### src/rtl/pc_sequencer.sv
// Program-counter sequencer: holds the fetch address and selects the next PC by fixed redirect priority.
// Define PC_RAS_EN to build the circular return-address stack used by Call/Return.
module pc_sequencer #(
    parameter int unsigned WIDTH        = 32,
    parameter logic [WIDTH-1:0] RESET_VECTOR = '0,
    parameter logic [WIDTH-1:0] PC_LIMIT     = WIDTH'(220),
    parameter logic [WIDTH-1:0] STEP         = WIDTH'(4),
    parameter int unsigned RAS_DEPTH    = 4
) (
    input  logic             Clock,
    input  logic             Reset,
    input  logic             WriteEnable,
    input  logic             BranchTaken,
    input  logic [WIDTH-1:0] BranchTarget,
    input  logic             Jump,
    input  logic             Call,
    input  logic             Return,
    input  logic [WIDTH-1:0] JumpTarget,
    output logic [WIDTH-1:0] PC,
    output logic [WIDTH-1:0] PCPlus,
    output logic             OutOfRange,
    output logic             RasEmpty,
    output logic             RasError
);

    logic [WIDTH-1:0] pc_q;
    logic             hold_q;
    logic             oor_q;
    logic             update;
    logic [WIDTH-1:0] sel_next;
    logic             oor_d;
    logic [WIDTH-1:0] pc_d;

    assign PCPlus     = pc_q + STEP;
    assign PC         = pc_q;
    assign OutOfRange = oor_q;

    // The hold cycle and stalls both block any architectural change.
    assign update = !hold_q && WriteEnable;

`ifdef PC_RAS_EN
    localparam int unsigned PW = (RAS_DEPTH > 1) ? $clog2(RAS_DEPTH) : 1;
    localparam logic [PW:0] DEPTH_C = (PW+1)'(RAS_DEPTH);

    logic [WIDTH-1:0] ras_mem [RAS_DEPTH];
    logic [PW-1:0]    sp_q;
    logic [PW:0]      count_q;
    logic [PW-1:0]    top_idx;
    logic             ras_empty;
    logic             rerr_q;
    logic             ras_err_d;
    logic             do_push;
    logic             do_pop;
    logic             do_swap;

    assign top_idx   = sp_q - 1'b1;
    assign ras_empty = (count_q == '0);
    assign RasEmpty  = ras_empty;
    assign RasError  = rerr_q;

    always_comb begin
        sel_next  = PCPlus;
        ras_err_d = 1'b0;
        do_push   = 1'b0;
        do_pop    = 1'b0;
        do_swap   = 1'b0;
        if (Return && !ras_empty) begin
            sel_next = ras_mem[top_idx];
            if (Call) begin
                do_swap = 1'b1;
            end else begin
                do_pop = 1'b1;
            end
        end else if (Return) begin
            sel_next  = PCPlus;
            ras_err_d = 1'b1;
        end else if (Call) begin
            sel_next = JumpTarget;
            do_push  = 1'b1;
        end else if (Jump) begin
            sel_next = JumpTarget;
        end else if (BranchTaken) begin
            sel_next = BranchTarget;
        end
    end

    // sp points at the next free slot; when full it points at the oldest entry,
    // so a push naturally overwrites it.
    always_ff @(posedge Clock or negedge Reset) begin
        if (!Reset) begin
            sp_q    <= '0;
            count_q <= '0;
            for (int i = 0; i < RAS_DEPTH; i++) begin
                ras_mem[i] <= '0;
            end
        end else if (update) begin
            if (do_push) begin
                ras_mem[sp_q] <= PCPlus;
                sp_q          <= sp_q + 1'b1;
                if (count_q != DEPTH_C) begin
                    count_q <= count_q + 1'b1;
                end
            end else if (do_pop) begin
                sp_q    <= top_idx;
                count_q <= count_q - 1'b1;
            end else if (do_swap) begin
                ras_mem[top_idx] <= PCPlus;
            end
        end
    end

    always_ff @(posedge Clock or negedge Reset) begin
        if (!Reset) begin
            rerr_q <= 1'b0;
        end else if (update) begin
            rerr_q <= ras_err_d;
        end else begin
            rerr_q <= 1'b0;
        end
    end
`else
    logic ret_unused;

    assign ret_unused = Return;
    assign RasEmpty   = 1'b1;
    assign RasError   = 1'b0;

    // Without a stack a call is just a jump and a return carries no meaning.
    always_comb begin
        sel_next = PCPlus;
        if (Call || Jump) begin
            sel_next = JumpTarget;
        end else if (BranchTaken) begin
            sel_next = BranchTarget;
        end
    end
`endif

    assign oor_d = (sel_next > PC_LIMIT);
    assign pc_d  = oor_d ? RESET_VECTOR : sel_next;

    always_ff @(posedge Clock or negedge Reset) begin
        if (!Reset) begin
            pc_q   <= RESET_VECTOR;
            hold_q <= 1'b1;
            oor_q  <= 1'b0;
        end else if (hold_q) begin
            hold_q <= 1'b0;
            oor_q  <= 1'b0;
        end else if (WriteEnable) begin
            pc_q  <= pc_d;
            oor_q <= oor_d;
        end else begin
            oor_q <= 1'b0;
        end
    end

endmodule

### config.mk
export PLATFORM = sky130hd
export DESIGN_NAME = pc_sequencer
export DESIGN_NICKNAME = d
export VERILOG_FILES = /design/src/rtl/pc_sequencer.sv
export SDC_FILE = /design/constraint.sdc
export NUM_CORES = 1
export LEC_CHECK = 0
export CORE_ASPECT_RATIO = 1.4
export CORE_MARGIN = 5
export CORE_UTILIZATION = 30
export DETAILED_ROUTE_END_ITERATION = 8
export PLACE_DENSITY = 0.73
export SETUP_SLACK_MARGIN = 0.5
export SLEW_MARGIN = 20
export SYNTH_ARGS = -nofsm -noshare
export SYNTH_HDL_FRONTEND = slang
export SYNTH_SLANG_ARGS = --single-unit
### constraint.sdc
create_clock -name Clock -period 3.3 [get_ports Clock]
set_input_delay 0.99 -clock Clock [delete_from_list [all_inputs] [get_ports Clock]]
set_output_delay 0.99 -clock Clock [all_outputs]
set_load 0.005 [all_outputs]
==> results.json <==
{
  "start_kind": "primary input",
  "clkSinkCount": 34,
  "power_frac_comb_pct": 22.0,
  "worstSetupPathType": "primary input to register",
  "clock_power_share_pct": 41.6,
  "multi_input_comb_area_um2": 2220,
  "fill_cells": 558,
  "syn_inst": 316,
  "avgSynthCellArea_um2": 8.26,
  "primary_flip_flop_cell_chosen_by_synthesis_mapping": "sky130_fd_sc_hd__dfrtp_1",
  "worst_path_max_delay_cell": "sky130_fd_sc_hd__or4_4",
  "firstDrtPassIters": 5,
  "start_util_pct": 30.5,
  "grt_pass1_wl_mm": 20.4,
  "route.detailed.wl_per_inst_um": 22.9,
  "report.final.setup_viol": 0,
  "finished_layout_cell_area_um2": 5840,
  "fp.dieH_um": 120,
  "number_of_maximum_capacitance_violations": 0,
  "slew_viol_final": 0,
  "antenna_cells": 0,
  "final_min_period_over_clock_period_pct": 98.2,
  "synth.yosys.seq_area_share_pct": 32.6,
  "gr-usage-all-layers_pct": 24.7,
  "final.min_clock_period_ns": 3.24,
  "detail-route-antenna-nets": 0,
  "detail_route.drc_violations": 0,
  "cts_htree_levels": 2,
  "worst_slew_pin_slew_ns": 0.910,
  "power.static_leakage_nw": 2.84,
  "die_area_um2": 10700,
  "critical_path.max_stage_delay_ns": 0.54,
  "clkSlewWorstSetupHoldPaths_ns": 0.05,
  "hpwl_mm": 9.08,
  "grt_max_degree": 35,
  "p_sw_share_pct": 25.7,
  "synth_area_um2": 2610,
  "worst_clock_skew_ns": 0.00546,
  "num-nets-final": 647,
  "timing.critical_path.max_delay_family": "simple AND/OR/NAND/NOR gates",
  "i_o_pin_count": 138,
  "num_vias": 3961,
  "port-buffer-count": 134,
  "number_of_register_bits_inferred_by_synthesis": 34,
  "setup_ws_final_ns": 0.0592,
  "finalHoldViolations": 0,
  "area.sequential_um2": 857,
  "die-width_um": 88.8,
  "pwr-share-seq_pct": 36.4,
  "yosysWarningCount": 0,
  "vias_per_cell": 5.82,
  "slew-limit-headroom_pct": 39.3,
  "hp-class": "register to register",
  "count_of_different_cell_masters_after_synthesis": 58,
  "critPathMaxFanout": 5,
  "detailedPlace.worstSlack_ns": -0.230,
  "status": "completed",
  "crit_buf_inv": 2,
  "grt_antenna_before_repair": 0,
  "finalWeightedCongestion": 0.908,
  "crit_required_ns": 3.48,
  "fin_tns_setup_ns": 0,
  "tritoncts_clock_tree": "done",
  "cp-end-kind": "register",
  "dpl-instance-area_um2": 4550,
  "cell_internal_pwr_mw": 0.864,
  "synth_edf_count": 0,
  "p_total_mw": 1.16,
  "initialDrtViolationCount": 396,
  "clock-root-buffer": "sky130_fd_sc_hd__clkbuf_16",
  "power_density_nw_per_um2": 199,
  "postCtsHoldBufs": 0,
  "first_global_vias": 3807,
  "final_instance_count_excl_fillers": 681,
  "vdd_drop_max_v": 0.000199,
  "cts_buffer_depth": 2,
  "globalRoute.totalOverflow": 0,
  "area_delta_synth_final_pct": 124,
  "floorplan.core_area_um2": 8560,
  "std_cell_rows": 40,
  "routed_wl_mm": 15.6,
  "rsz_0062_raised_after_global_routing": "true",
  "clk-insertion-delay-late_ns": 0.29,
  "drive_gt1_share_pct": 45.3,
  "switchingPower_mw": 0.299,
  "worst_hold_path_startpoint": "PC[4]",
  "clock.fmax_mhz": 309,
  "crit-reg2reg-launch": "PC[13]",
  "synthArstFlopShare_pct": 100,
  "timing.critical_path.arrival_ns": 3.42,
  "dp_cells": 598,
  "critical_path.cell_chain": "clkdlybuf4s50_1 > nor4_2 > nand4_1 > a2bb2oi_2 > a221oi_2 > o2111ai_1 > or4_4 > buf_6 > o21ba_1",
  "worst_setup_path_startpoint": "JumpTarget[26]",
  "cts-buffers-inserted": 5
}
## cells in the mapped netlist (6+ instances only)
cell / n / area share, %
sky130_fd_sc_hd__nor3_1: 12 / 2.3
sky130_fd_sc_hd__nand3_1: 10 / 1.9
sky130_fd_sc_hd__clkbuf_1: 15 / 2.2
sky130_fd_sc_hd__o31ai_1: 6 / 1.7
sky130_fd_sc_hd__xor2_1: 11 / 3.7
sky130_fd_sc_hd__nand4_1: 19 / 4.6
sky130_fd_sc_hd__nor2_1: 18 / 2.6
sky130_fd_sc_hd__xnor2_1: 10 / 3.4
sky130_fd_sc_hd__dfrtp_1: 33 / 32
sky130_fd_sc_hd__and2_1: 25 / 6.0
sky130_fd_sc_hd__o21ai_1: 8 / 1.5
sky130_fd_sc_hd__or2_2: 6 / 1.4
sky130_fd_sc_hd__nor4_1: 15 / 3.6
sky130_fd_sc_hd__or4_1: 6 / 1.7
sky130_fd_sc_hd__nand2_1: 24 / 3.5
sky130_fd_sc_hd__o21ai_0: 9 / 1.7
sky130_fd_sc_hd__inv_1: 9 / 1.3
## placed cells by master, fill, tap and decap left out, types with 4 or more instances in the layout
| cell type | count |
|---|---|
| sky130_fd_sc_hd__nand4_1 | 19 |
| sky130_fd_sc_hd__xor2_2 | 4 |
| sky130_fd_sc_hd__nand2_2 | 4 |
| sky130_fd_sc_hd__or3_4 | 4 |
| sky130_fd_sc_hd__inv_1 | 9 |
| sky130_fd_sc_hd__dlygate4sd2_1 | 5 |
| sky130_fd_sc_hd__nor4_4 | 8 |
| sky130_fd_sc_hd__xor2_1 | 7 |
| sky130_fd_sc_hd__o31a_1 | 4 |
| sky130_fd_sc_hd__o21ai_0 | 7 |
| sky130_fd_sc_hd__o21ai_2 | 6 |
| sky130_fd_sc_hd__clkbuf_16 | 5 |
| sky130_fd_sc_hd__dfrtp_2 | 4 |
| sky130_fd_sc_hd__xnor2_2 | 7 |
| sky130_fd_sc_hd__buf_6 | 26 |
| sky130_fd_sc_hd__or2_4 | 6 |
| sky130_fd_sc_hd__buf_2 | 14 |
| sky130_fd_sc_hd__buf_4 | 118 |
| sky130_fd_sc_hd__or4_4 | 4 |
| sky130_fd_sc_hd__clkdlybuf4s50_1 | 98 |
| sky130_fd_sc_hd__o21ai_1 | 4 |
| sky130_fd_sc_hd__nand3_1 | 8 |
| sky130_fd_sc_hd__and2_1 | 25 |
| sky130_fd_sc_hd__nor3_1 | 4 |
| sky130_fd_sc_hd__nand2_1 | 19 |
| sky130_fd_sc_hd__nor4_2 | 6 |
| sky130_fd_sc_hd__nor3_4 | 5 |
| sky130_fd_sc_hd__o31ai_1 | 4 |
| sky130_fd_sc_hd__nor2_1 | 16 |
| sky130_fd_sc_hd__dlymetal6s2s_1 | 9 |
| sky130_fd_sc_hd__dfrtp_1 | 29 |
## metal layers
| metal | vias to the layer above | GRT usage [%] | share of wire [%] |
|---|---|---|---|
| met5 | - | 0 | 0 |
| met3 | 109 | 3.61 | 8.2 |
| met1 | 1869 | 29.1 | 33 |
| met4 | 0 | 12.5 | 8.2 |
| li1 | 1677 | - | - |
| met2 | 306 | 42.4 | 50 |
## power groups by stage
stage               sequential [mW]  combinational (mW)  clock [mW]
floorplan                     0.430              0.0744           0
global placement              0.430               0.218           0
detailed placement            0.430               0.222           0
CTS                           0.423               0.233       0.472
global route                  0.423               0.267       0.505
finish                        0.423               0.255       0.484
## flip-flops by register name, summed over array words and instances (netlist names)
register	count
OutOfRange	1
PC	32
hold_q	1
## timing repair
| item | 4_1_cts | 5_1_grt |
|---|---|---|
| resized for setup | 156 | 69 |
| pin swaps | 46 | 36 |
| endpoints found under the setup margin | 36 | 35 |
| setup buffers | 54 | 19 |
| cloned | 0 | 2 |
## per-stage QoR
| stage | utilization [%] | hold WS [ns] |
|---|---|---|
| 6_report | 68.2 | 0.584 |
| 5_1_grt | 68.2 | 0.632 |
| 4_1_cts | 63.1 | 0.574 |
| 3_5_place_dp | 53.1 | 0.543 |
| 3_3_place_gp | 53.1 | 0.531 |
| 2_1_floorplan | - | 0.519 |
## path summary, 6_finish.rpt
check	endpoint	slack (ns)	cells after the start
max	OutOfRange	0.06	9
min	PC[4]	0.58	2
max reg2reg	OutOfRange	0.19	12
min reg2reg	PC[4]	0.58	2
max in group asynchronous	hold_q	1.82	2
min in group asynchronous	OutOfRange	1.13	2
## logic make-up after synthesis
group | share of synthesized area [%]
compound gates | 18.6
xor+xnor | 7.05
fa+ha+maj | 0.479
buf+inv | 5.75
flops | 32.6
mux | 2.44
other cells | 0.288
simple gates | 32.7
## worst min-delay path: cells and delay by family (launching register included)
kind            cells  cell delay (ns)
flops               1             0.42
simple gates        1             0.06
compound gates      1             0.07
## area by class of cell
class                      instances  share of cell area (%)
sequential                        34                    14.7
timing repair buffer             275                    41.8
inverter                          10                   0.729
multi-input combinational        249                    38.0
tap                              105                    2.25
clock buffer                       7                    2.44
clock inverter                     1                  0.0857
No activity file was read; power rests on OpenSTA's default activity.
